### config.mk
export PLATFORM = sky130hd
export DESIGN_NAME = dmem_burst_ctrl
export DESIGN_NICKNAME = d
export VERILOG_FILES = /design/src/rtl/dmem_ctrl_pkg.sv /design/src/rtl/dmem_rd_skid.sv /design/src/rtl/dmem_burst_ctrl.sv
export SDC_FILE = /design/constraint.sdc
export NUM_CORES = 1
export LEC_CHECK = 0
export CORE_UTILIZATION = 57
export DETAILED_ROUTE_END_ITERATION = 12
export DONT_BUFFER_PORTS = 1
export PLACE_DENSITY = 0.75
export SYNTH_ARGS = -nofsm -noshare
export SYNTH_HDL_FRONTEND = slang
export SYNTH_SLANG_ARGS = --single-unit
export TNS_END_PERCENT = 20
### constraint.sdc
create_clock -name clk -period 2.2 [get_ports clk]
set_input_delay 0.44 -clock clk [delete_from_list [all_inputs] [get_ports clk]]
set_output_delay 0.44 -clock clk [all_outputs]
set_load 0.01 [all_outputs]
### src/rtl/dmem_ctrl_pkg.sv
// Shared types for the data-memory burst controller.
package dmem_ctrl_pkg;

  typedef enum logic [1:0] {
    IDLE  = 2'd0,
    WRITE = 2'd1,
    READ  = 2'd2,
    DRAIN = 2'd3
  } state_t;

  localparam int DEFAULT_LEN_W = 8;

endpackage

### src/rtl/dmem_rd_skid.sv
// One-entry registered read output stage with valid/ready handshake.
module dmem_rd_skid #(
  parameter int DWIDTH = 16
) (
  input  logic              clk,
  input  logic              rst,
  input  logic              in_valid,
  input  logic [DWIDTH-1:0] in_data,
  input  logic              out_ready,
  output logic              out_valid,
  output logic [DWIDTH-1:0] out_data,
  output logic              take
);

  // A new word can enter whenever the slot is empty or being drained this cycle.
  assign take = in_valid && (!out_valid || out_ready);

  always_ff @(posedge clk) begin
    if (rst) begin
      out_valid <= 1'b0;
      out_data  <= '0;
    end else if (take) begin
      out_valid <= 1'b1;
      out_data  <= in_data;
    end else if (out_valid && out_ready) begin
      out_valid <= 1'b0;
    end
  end

endmodule

### src/rtl/dmem_burst_ctrl.sv
// Burst load/store front-end for data_ram; one RAM word per cycle, wrapping addresses.
// Optional DMEM_BOUND_CHK_EN rejects bursts that would cross the top of memory and pulses err.
module dmem_burst_ctrl
  import dmem_ctrl_pkg::*;
#(
  parameter int DWIDTH     = 16,
  parameter int ADDR_WIDTH = 16,
  parameter int LEN_W      = DEFAULT_LEN_W
) (
  input  logic                  clk,
  input  logic                  rst,
  input  logic                  cmd_valid,
  output logic                  cmd_ready,
  input  logic                  cmd_we,
  input  logic [ADDR_WIDTH-1:0] cmd_addr,
  input  logic [LEN_W-1:0]      cmd_len,
  input  logic                  wr_valid,
  output logic                  wr_ready,
  input  logic [DWIDTH-1:0]     wr_data,
  output logic                  rd_valid,
  input  logic                  rd_ready,
  output logic [DWIDTH-1:0]     rd_data,
  output logic                  busy,
  output logic [ADDR_WIDTH-1:0] ram_addr,
  output logic [DWIDTH-1:0]     ram_data,
  output logic                  ram_we,
  input  logic [DWIDTH-1:0]     ram_dout,
  output logic                  err
);

  state_t                state;
  logic [ADDR_WIDTH-1:0] cur_addr;
  logic [LEN_W-1:0]      count;
  logic                  rd_take;
  logic                  cmd_ok;

`ifdef DMEM_BOUND_CHK_EN
  logic [ADDR_WIDTH:0] end_addr;

  // One extra bit catches bursts whose last word lies past the top address.
  assign end_addr = {1'b0, cmd_addr} + (ADDR_WIDTH + 1)'(cmd_len);
  assign cmd_ok   = !end_addr[ADDR_WIDTH];

  always_ff @(posedge clk) begin
    if (rst) begin
      err <= 1'b0;
    end else begin
      err <= (state == IDLE) && cmd_valid && !cmd_ok;
    end
  end
`else
  assign cmd_ok = 1'b1;
  assign err    = 1'b0;
`endif

  assign cmd_ready = (state == IDLE);
  assign wr_ready  = (state == WRITE);
  assign busy      = (state != IDLE);
  assign ram_addr  = (state == WRITE || state == READ) ? cur_addr : '0;
  assign ram_data  = (state == WRITE) ? wr_data : '0;
  assign ram_we    = !rst && (state == WRITE) && wr_valid;

  dmem_rd_skid #(
    .DWIDTH(DWIDTH)
  ) u_rd_skid (
    .clk      (clk),
    .rst      (rst),
    .in_valid (state == READ),
    .in_data  (ram_dout),
    .out_ready(rd_ready),
    .out_valid(rd_valid),
    .out_data (rd_data),
    .take     (rd_take)
  );

  always_ff @(posedge clk) begin
    if (rst) begin
      state    <= IDLE;
      cur_addr <= '0;
      count    <= '0;
    end else begin
      case (state)
        IDLE: begin
          if (cmd_valid && cmd_ok) begin
            cur_addr <= cmd_addr;
            count    <= cmd_len;
            state    <= cmd_we ? WRITE : READ;
          end
        end
        WRITE: begin
          if (wr_valid) begin
            cur_addr <= cur_addr + ADDR_WIDTH'(1);
            if (count == '0) state <= IDLE;
            else             count <= count - LEN_W'(1);
          end
        end
        READ: begin
          if (rd_take) begin
            cur_addr <= cur_addr + ADDR_WIDTH'(1);
            if (count == '0) state <= DRAIN;
            else             count <= count - LEN_W'(1);
          end
        end
        DRAIN: begin
          if (!rd_valid || rd_ready) state <= IDLE;
        end
        default: state <= IDLE;
      endcase
    end
  end

endmodule
==> impl_results.md <==
* Status: complete, no violations
* Fin Clk Skew at 0.00393 ns
* GRT Total Usage at 26.3%
* Distinct cells, synth at 47
* Die area at 4860 µm²
* GRT Residual Overflow at 0
* Relative slew slack at 64.0%
* Area growth syn-to-layout at 9.10%
* Async SR Flop Fraction at 0%
* DP Cell Count at 392
* Worst endpoint data arrival time at 2.33 ns
* Die H at 69.7 µm
* Max H-tree Level at 2
* Die Wd at 69.7 µm
* Final cell count without fillers at 406
* CTS Hold Bufs at 0
* Hold WC Path Type: in -> reg
* Fin crit share at 95.7%
* Clock-pin slew on the worst setup and hold paths at 0.09 ns
* Synthesis warning total at 0
* Max VDD drop at 0.804 mV
* Post-synthesis net count at 422
* Final wirelength at 6810 µm
* TritonCTS buffer count at 5
* Layout cells sized above 1 at 11.3%
* Hold violation count in the final report at 0
* Syn avg cell area at 7.45 µm²
* Fin area at 2850 µm²
* Largest net degree at the start of global routing at 44
* Worst Max-Slew Pin Slew at 0.535 ns
* Number of synthesized register bits at 43
* Max Freq at 0.475 GHz
* # DRC at 0
* Pre-CTS setup slack at 0.0707 ns
* Most common cell in the synthesized netlist: nand2_1
* ANT cells at 0
* Crit end category: register
* Critical Path RT at 2.43 ns
* Core Footprint at 4380 µm²
* Longest Clk Path Bufs at 2
* Unrepaired setup endpoints after global routing: no
* Fin crit period at 2.11 ns
* Pwr dens at 1670 nW/µm²
* Via density at 6.32
* Initial antenna violation count at 0
* Final ANT Viol Nets at 0
* Post-DP HPWL at 4780 µm
* CP max FO at 11
* Initial Utilization at 59.6%
* Nets at 424
* Max Cap Viol at 0
* Cell Area, Synth at 2610 µm²
* EDFF count, synth at 0
* Worst hold slack at 0.202 ns
* Vias in the first global route at 2290
* LEAKAGE at 1.07 nW
* First-pass GRT wire length at 10400 µm
* Yosys top cell area share at 32.9%
* Sequential-to-total area share from yosys stat at 32.9%
* Root Driver: clkbuf_8
* Via count at 2564
* Synth area leader: dfxtp_1
* Dpl cell area at 2700 µm²
* CTS tree: built
* IO Pins at 116
* Main synth FF type: dfxtp_1
* Dominant cells by area after synthesis: dfxtp_1, a21oi_1, nand2_1
* CTS Sinks at 43
* Num rows at 24
* Commonest cells in the netlist: nand2_1, dfxtp_1, a21oi_1, and2_1, clkbuf_1
* Wire per inst at 16.8 µm
* CP Launch Type: register
* Worst-skew pair later-pin latency at 0.29 ns
* Final setup viols at 0
* PortBufs at 0
* Overall power at 4.77 mW
* Drt initial violations at 280
* CP Class: reg -> reg
* Fin. max-slew vios at 0
* Synth Instances at 351
* Pre-Repair DR Iteration Count at 4
* Final worst slack at 0.0944 ns
* Final GP Congestion at 0.906
-- layer usage --
layer / part of all wire (%) / GRT usage, %
met1: 43 / 34.1
met2: 47 / 43.5
met3: 8.8 / 6.54
met4: 1.3 / 7.11
met5: 0 / 0
-- power breakdown --
part | switching [mW] | leakage (nW) | internal, mW | total, mW
clock network | 0.298 | 0.0408 | 0.227 | 0.526
logic | 1.65 | 0.674 | 1.20 | 2.85
registers | 0.339 | 0.354 | 1.05 | 1.39
-- flip-flops by register name (all words and copies together) (netlist names) --
signal	cells
cur_addr	16
u_rd_skid.out_data	16
count	8
u_rd_skid.out_valid	1
state	2
-- per-stage QoR --
stage	util, %	setup TNS [ns]
after floorplan	-	0
after global placement	61.5	0
after detailed placement	61.5	0
after CTS	63.6	-0.256
after global routing	65.0	0
final	65.0	0
-- final cells by class --
cell class	instances	area [µm²]
timing repair buffer	21	170
inverter	16	63.8
fill	386	1530
sequential	43	863
timing repair inverter	1	5.00
multi-input combinational	265	1590
clock buffer	5	68.8
clock inverter	3	23.8
tap	52	65.1
-- path summary, 6_finish.rpt --
path,from,to,slack (ns),depth (start not counted)
worst max-delay path,state[0],count[7],0.09,6
worst min-delay path,rst,u_rd_skid.out_data[14],0.20,1
worst max register to register,state[0],count[7],0.09,6
worst min register to register,count[7],count[7],0.50,2
-- what timing repair did --
item,4_1_cts,5_1_grt
cloned,0,1
setup endpoints to repair,5,18
buffers inserted,0,5
resized for setup,0,7
-- cell usage in the layout, fill, tap and decap left out, drive strengths merged, types with 3 or more instances in the layout --
| cell | count |
|---|---|
| clkbuf | 5 |
| inv | 16 |
| o32ai | 5 |
| a31oi | 9 |
| a211oi | 3 |
| buf | 21 |
| nand3 | 9 |
| nand2 | 49 |
| nor4 | 6 |
| nand4 | 8 |
| and3 | 4 |
| or3 | 3 |
| o21ai | 12 |
| nor2 | 20 |
| and2 | 29 |
| o2bb2ai | 5 |
| ha | 9 |
| a21oi | 42 |
| o31ai | 5 |
| a311oi | 4 |
| and4 | 5 |
| nor2b | 10 |
| dfxtp | 43 |
| nand2b | 4 |
| clkinvlp | 4 |
-- cells by family after synthesis --
group / synth area share (%)
AO/OA/AOI/OAI: 24.1
adder cells (fa/ha/maj): 4.31
buffers and inverters: 6.61
flip-flops: 32.9
multiplexers: 0.766
other: 0.143
AND/OR/NAND/NOR: 31.2
-- critical path: stages (launching register included) --
cell,delay (ns)
dfxtp_2,0.39
inv_1,0.09
ha_1,0.22
and3b_4,0.20
or4_4,0.59
or3_1,0.40
a21oi_1,0.15
(Power assumes the default switching activity.)
==> RTL edit 1 (config.mk and constraints unchanged) <==
Set the parameter `ADDR_WIDTH` to 17 (it was 16).
--- a/src/rtl/dmem_burst_ctrl.sv
+++ b/src/rtl/dmem_burst_ctrl.sv
@@ -4,7 +4,7 @@
   import dmem_ctrl_pkg::*;
 #(
   parameter int DWIDTH     = 16,
-  parameter int ADDR_WIDTH = 16,
+  parameter int ADDR_WIDTH = 17,
   parameter int LEN_W      = DEFAULT_LEN_W
 ) (
   input  logic                  clk,
Interface: changed (resized cmd_addr and ram_addr); port bits go from 116 to 118. No check against the original RTL was run, so the function may have changed too.
==> RTL edit 1 against the unedited design <==
  * Combinational power shrank 7.0%
  * Routed wire length fell by 7.6%
  * Final cell count up 1.5%
  * Worst setup slack improved by 0.058 ns
  * Clock power is essentially flat
  * Power down 4.5%
  * Sequential cell count up 1
  * Area after synthesis shrank 0.19%
  * Design area is 0.44% lower
  * Non-clock buffer count shrank 1
  * Critical path type is now reg -> out
  * Highest routed layer unchanged
==> RTL edit 1: results (changes against the unedited design) <==
status -> completed (unchanged)
GR Util met1 -> 34.6% (was 34.1%)
WL met1 -> 2.78 mm (was 2.94 mm)
Synth top cells by count -> nand2_1, a21oi_1, dfxtp_1, and2_1, nor2_1 (was nand2_1, dfxtp_1, a21oi_1, and2_1, clkbuf_1)
met3 usage in global routing -> 4.51% (was 6.54%)
Tcrit/Tclk final -> 93.1% (was 95.7%)
drt initial violations -> 150 (was 280)
met2 Use GR -> 43.7% (was 43.5%)
Leak Pwr -> 1.10 nW (was 1.07 nW)
Least-Margin Pin Slew -> 0.588 ns (was 0.535 ns)
critical path peak fanout -> 16 (was 11)
VDD IR max -> 0.000850 V (was 0.000804 V)
hold worst-path end -> u_rd_skid.out_data[5] (was u_rd_skid.out_data[14])
Clock Skews -> 0.00623 ns (was 0.00393 ns)
switching power total -> 0.00215 W (was 0.00229 W)
post-synthesis compound-gate area fraction -> 23.7% (was 24.1%)
Adder-Cell Fraction of Synth Area -> 4.32% (was 4.31%)
fin cells -> 412 (was 406)
Netlist cell types -> 46 (was 47)
crit path to -> ram_addr[11] (was count[7])
metal2 WL -> 3.04 mm (was 3.17 mm)
biggest registers after layout -> cur_addr: 17 flops, u_rd_skid.out_data: 16 flops, count: 8 flops (was cur_addr: 16 flops, u_rd_skid.out_data: 16 flops, count: 8 flops)
Mapped Nets -> 427 (was 422)
sequential area share after synthesis -> 33.8% (was 32.9%)
number of global-route vias before repair -> 2229 (was 2290)
hold slack -> 0.205 ns (was 0.202 ns)
dpl ws -> 0.0577 ns (was 0.0707 ns)
filler instances -> 403 (was 386)
synth top area cells -> dfxtp_1, nand2_1, a21oi_1, and2_1, ha_1 (was dfxtp_1, a21oi_1, nand2_1, and2_1, ha_1)
first-pass GRT wire length -> 10.4 mm (about the same)
DR pass1 iterations -> 5 (was 4)
RTL edit 1: critical path, stage by stage, from the launching register on:
cell     delay [ns]
dfxtp_2        0.38
inv_1          0.11
ha_4           0.31
inv_1          0.06
buf_4          0.19
nor2_1         0.13
buf_4          0.14
RTL edit 1: power by group through the flow:
stage / Clock (W) / Combinational [W] / Sequential, W
floorplan: 0 / 0.00198 / 0.00133
global placement: 0 / 0.00252 / 0.00138
detailed placement: 0 / 0.00259 / 0.00138
CTS: 0.000541 / 0.00259 / 0.00137
global route: 0.000564 / 0.00301 / 0.00142
finish: 0.000524 / 0.00265 / 0.00138
RTL edit 1: area by class of cell:
cell class,count,area (sq um),area share (%)
Inverter,11,41.3,1.45
Tap cell,52,65.1,2.29
Multi-Input combinational cell,277,1610,56.6
Clock inverter,2,10.0,0.353
Timing Repair Buffer,20,150,5.29
Sequential cell,44,882,31.1
Clock buffer,6,82.6,2.91
==> RTL edit 2 (config.mk and constraints unchanged) <==
Made on the original files. Re-encode `state_t` (4 states) as one-hot, 4 bits wide.
--- a/src/rtl/dmem_ctrl_pkg.sv
+++ b/src/rtl/dmem_ctrl_pkg.sv
@@ -1,11 +1,11 @@
 // Shared types for the data-memory burst controller.
 package dmem_ctrl_pkg;
 
-  typedef enum logic [1:0] {
-    IDLE  = 2'd0,
-    WRITE = 2'd1,
-    READ  = 2'd2,
-    DRAIN = 2'd3
+  typedef enum logic [3:0] {
+    IDLE  = 4'b0001,
+    WRITE = 4'b0010,
+    READ  = 4'b0100,
+    DRAIN = 4'b1000
   } state_t;
 
   localparam int DEFAULT_LEN_W = 8;
Check against the original RTL: same outputs for any inputs over 10 cycles, from zero or initial values and one cycle with rst high; not proved beyond that.
==> RTL edit 2 against the unedited design <==
  * Design area increased by 7.2%
  * Worst setup slack improved by 0.041 ns
  * Final cell count rose by 7.1%
  * Power decreased by 19%
  * Area after synthesis is 8.7% higher
  * Sequential cell count up 2
  * Routed wire length up 12%
==> RTL edit 2: results (changes against the unedited design) <==
# setup viols final -> 0 (unchanged)
slowest stage delay, CP -> 0.49 ns (was 0.59 ns)
post-layout net count -> 432 (was 424)
Total GRT Usage -> 29.1% (was 26.3%)
sequential area share after synthesis -> 31.7% (was 32.9%)
Post-CTS Setup Bufs -> 0 (unchanged)
slowest CP cell -> or3b_2 (was or4_4)
count leader, synth -> nand2_1 (unchanged)
first-pass GRT wire length -> 12.0 mm (was 10.4 mm)
Placed Area -> 0.00296 sq mm (was 0.00270 sq mm)
wirelength, routed -> 7.63 mm (was 6.81 mm)
share of cells above drive strength 1 -> 12.5% (was 11.3%)
VDD IR max -> 0.000705 V (was 0.000804 V)
drt initial violations -> 188 (was 280)
Synth top cells by count -> nand2_1, dfxtp_1, a21oi_1, clkbuf_1, a22oi_1 (was nand2_1, dfxtp_1, a21oi_1, and2_1, clkbuf_1)
Worst Path Arrival -> 2.28 ns (was 2.33 ns)
Leak Pwr -> 1.12 nW (was 1.07 nW)
number of global-route vias before repair -> 2520 (was 2290)
post-DP HPWL -> 5.34 mm (was 4.78 mm)
DR pass1 iterations -> 5 (was 4)
DRC -> 0 (unchanged)
critical path peak fanout -> 6 (was 11)
synth top area cells -> dfxtp_1, nand2_1, o32ai_1, a22oi_1, a21oi_1 (was dfxtp_1, a21oi_1, nand2_1, and2_1, ha_1)
Vias/cell -> 6.52 (was 6.32)
Mapped Nets -> 435 (was 422)
pin count of the biggest net entering global routing -> 46 (was 44)
Clock Skews -> 0.00584 ns (was 0.00393 ns)
dpl ws -> 0.108 ns (was 0.0707 ns)
gpl congestion -> 0.901 (was 0.906)
slew margin rel. -> 50.9% (was 64.0%)
sw frac -> 45.6% (was 48.0%)
status -> completed (unchanged)
H-Tree Depth -> 2 (unchanged)
Reg2Reg Depth -> 6 (unchanged)
Netlist cell types -> 59 (was 47)
worst skew pair latency -> 0.31 ns (was 0.29 ns)
[RTL edit 2: cell types whose count changed in the layout (fill, tap and decap cells not counted), moves of 9 or more]
cell,unedited run,this run
a22oi_1,1,18
and2_1,29,17
nand2_1,49,58
o32ai_1,5,17
and3_1,4,14
a21oi_1,42,24
[RTL edit 2: kinds of logic (layout without fill, tap and decap cells)]
logic type | after synthesis | count (layout) | synth area share (%)
and+or+nand+nor | 164 | 164 | 30.7
muxes | 5 | 5 | 1.94
AOI/OAI and AO/OA | 104 | 104 | 26.6
xor gates and xnor gates | 3 | 3 | 0.925
adders and majority gates | 3 | 3 | 1.32
DFF | 45 | 45 | 31.7
buffers and inverters | 45 | 43 | 6.61
other | 1 | 1 | 0.132
[RTL edit 2: layout make-up]
cell class                      count  area (sq um)
Timing Repair Buffer               24           180
Fill cell                         469          1700
Multi-Input combinational cell    280          1760
Clock buffer                        5          68.8
Inverter                           11          41.3
Clock inverter                      3          21.3
Sequential cell                    45           902
Tap cell                           67          83.8
[RTL edit 2: per-stage QoR]
step / utilization (%) / total power (W) / cells
6_report: 64.3 / 0.00384 / 435
5_1_grt: 64.3 / 0.00412 / 435
4_1_cts: 64.2 / 0.00382 / 435
3_5_place_dp: 62.3 / 0.00329 / 427
3_3_place_gp: 62.3 / 0.00325 / 427
2_1_floorplan: - / 0.00274 / 370
[RTL edit 2: per-layer routing]
layer  vias up  part of all wire [%]  wire length, um  track usage, %
li1       1355                     -                -               -
met5         -                     0                0               0
met4         0                   1.7              126            11.3
met3        10                   7.7              584            6.49
met2       127                    47             3600            47.2
met1      1344                    43             3320            37.6
[RTL edit 2: final timing paths]
check / startpoint / end / slack [ns]
min reg2reg: count[7] / count[7] / 0.50
max reg2reg: count[0] / state[3] / 0.14
max: count[0] / state[3] / 0.14
min: rst / u_rd_skid.out_data[12] / 0.20
[RTL edit 2: power by group through the flow]
stage / Clock [W] / Sequential [W] / Combinational, W
6_report: 0.000533 / 0.00129 / 0.00202
5_1_grt: 0.000578 / 0.00132 / 0.00222
4_1_cts: 0.000546 / 0.00127 / 0.00200
3_5_place_dp: 0 / 0.00129 / 0.00200
3_3_place_gp: 0 / 0.00128 / 0.00197
2_1_floorplan: 0 / 0.00119 / 0.00155
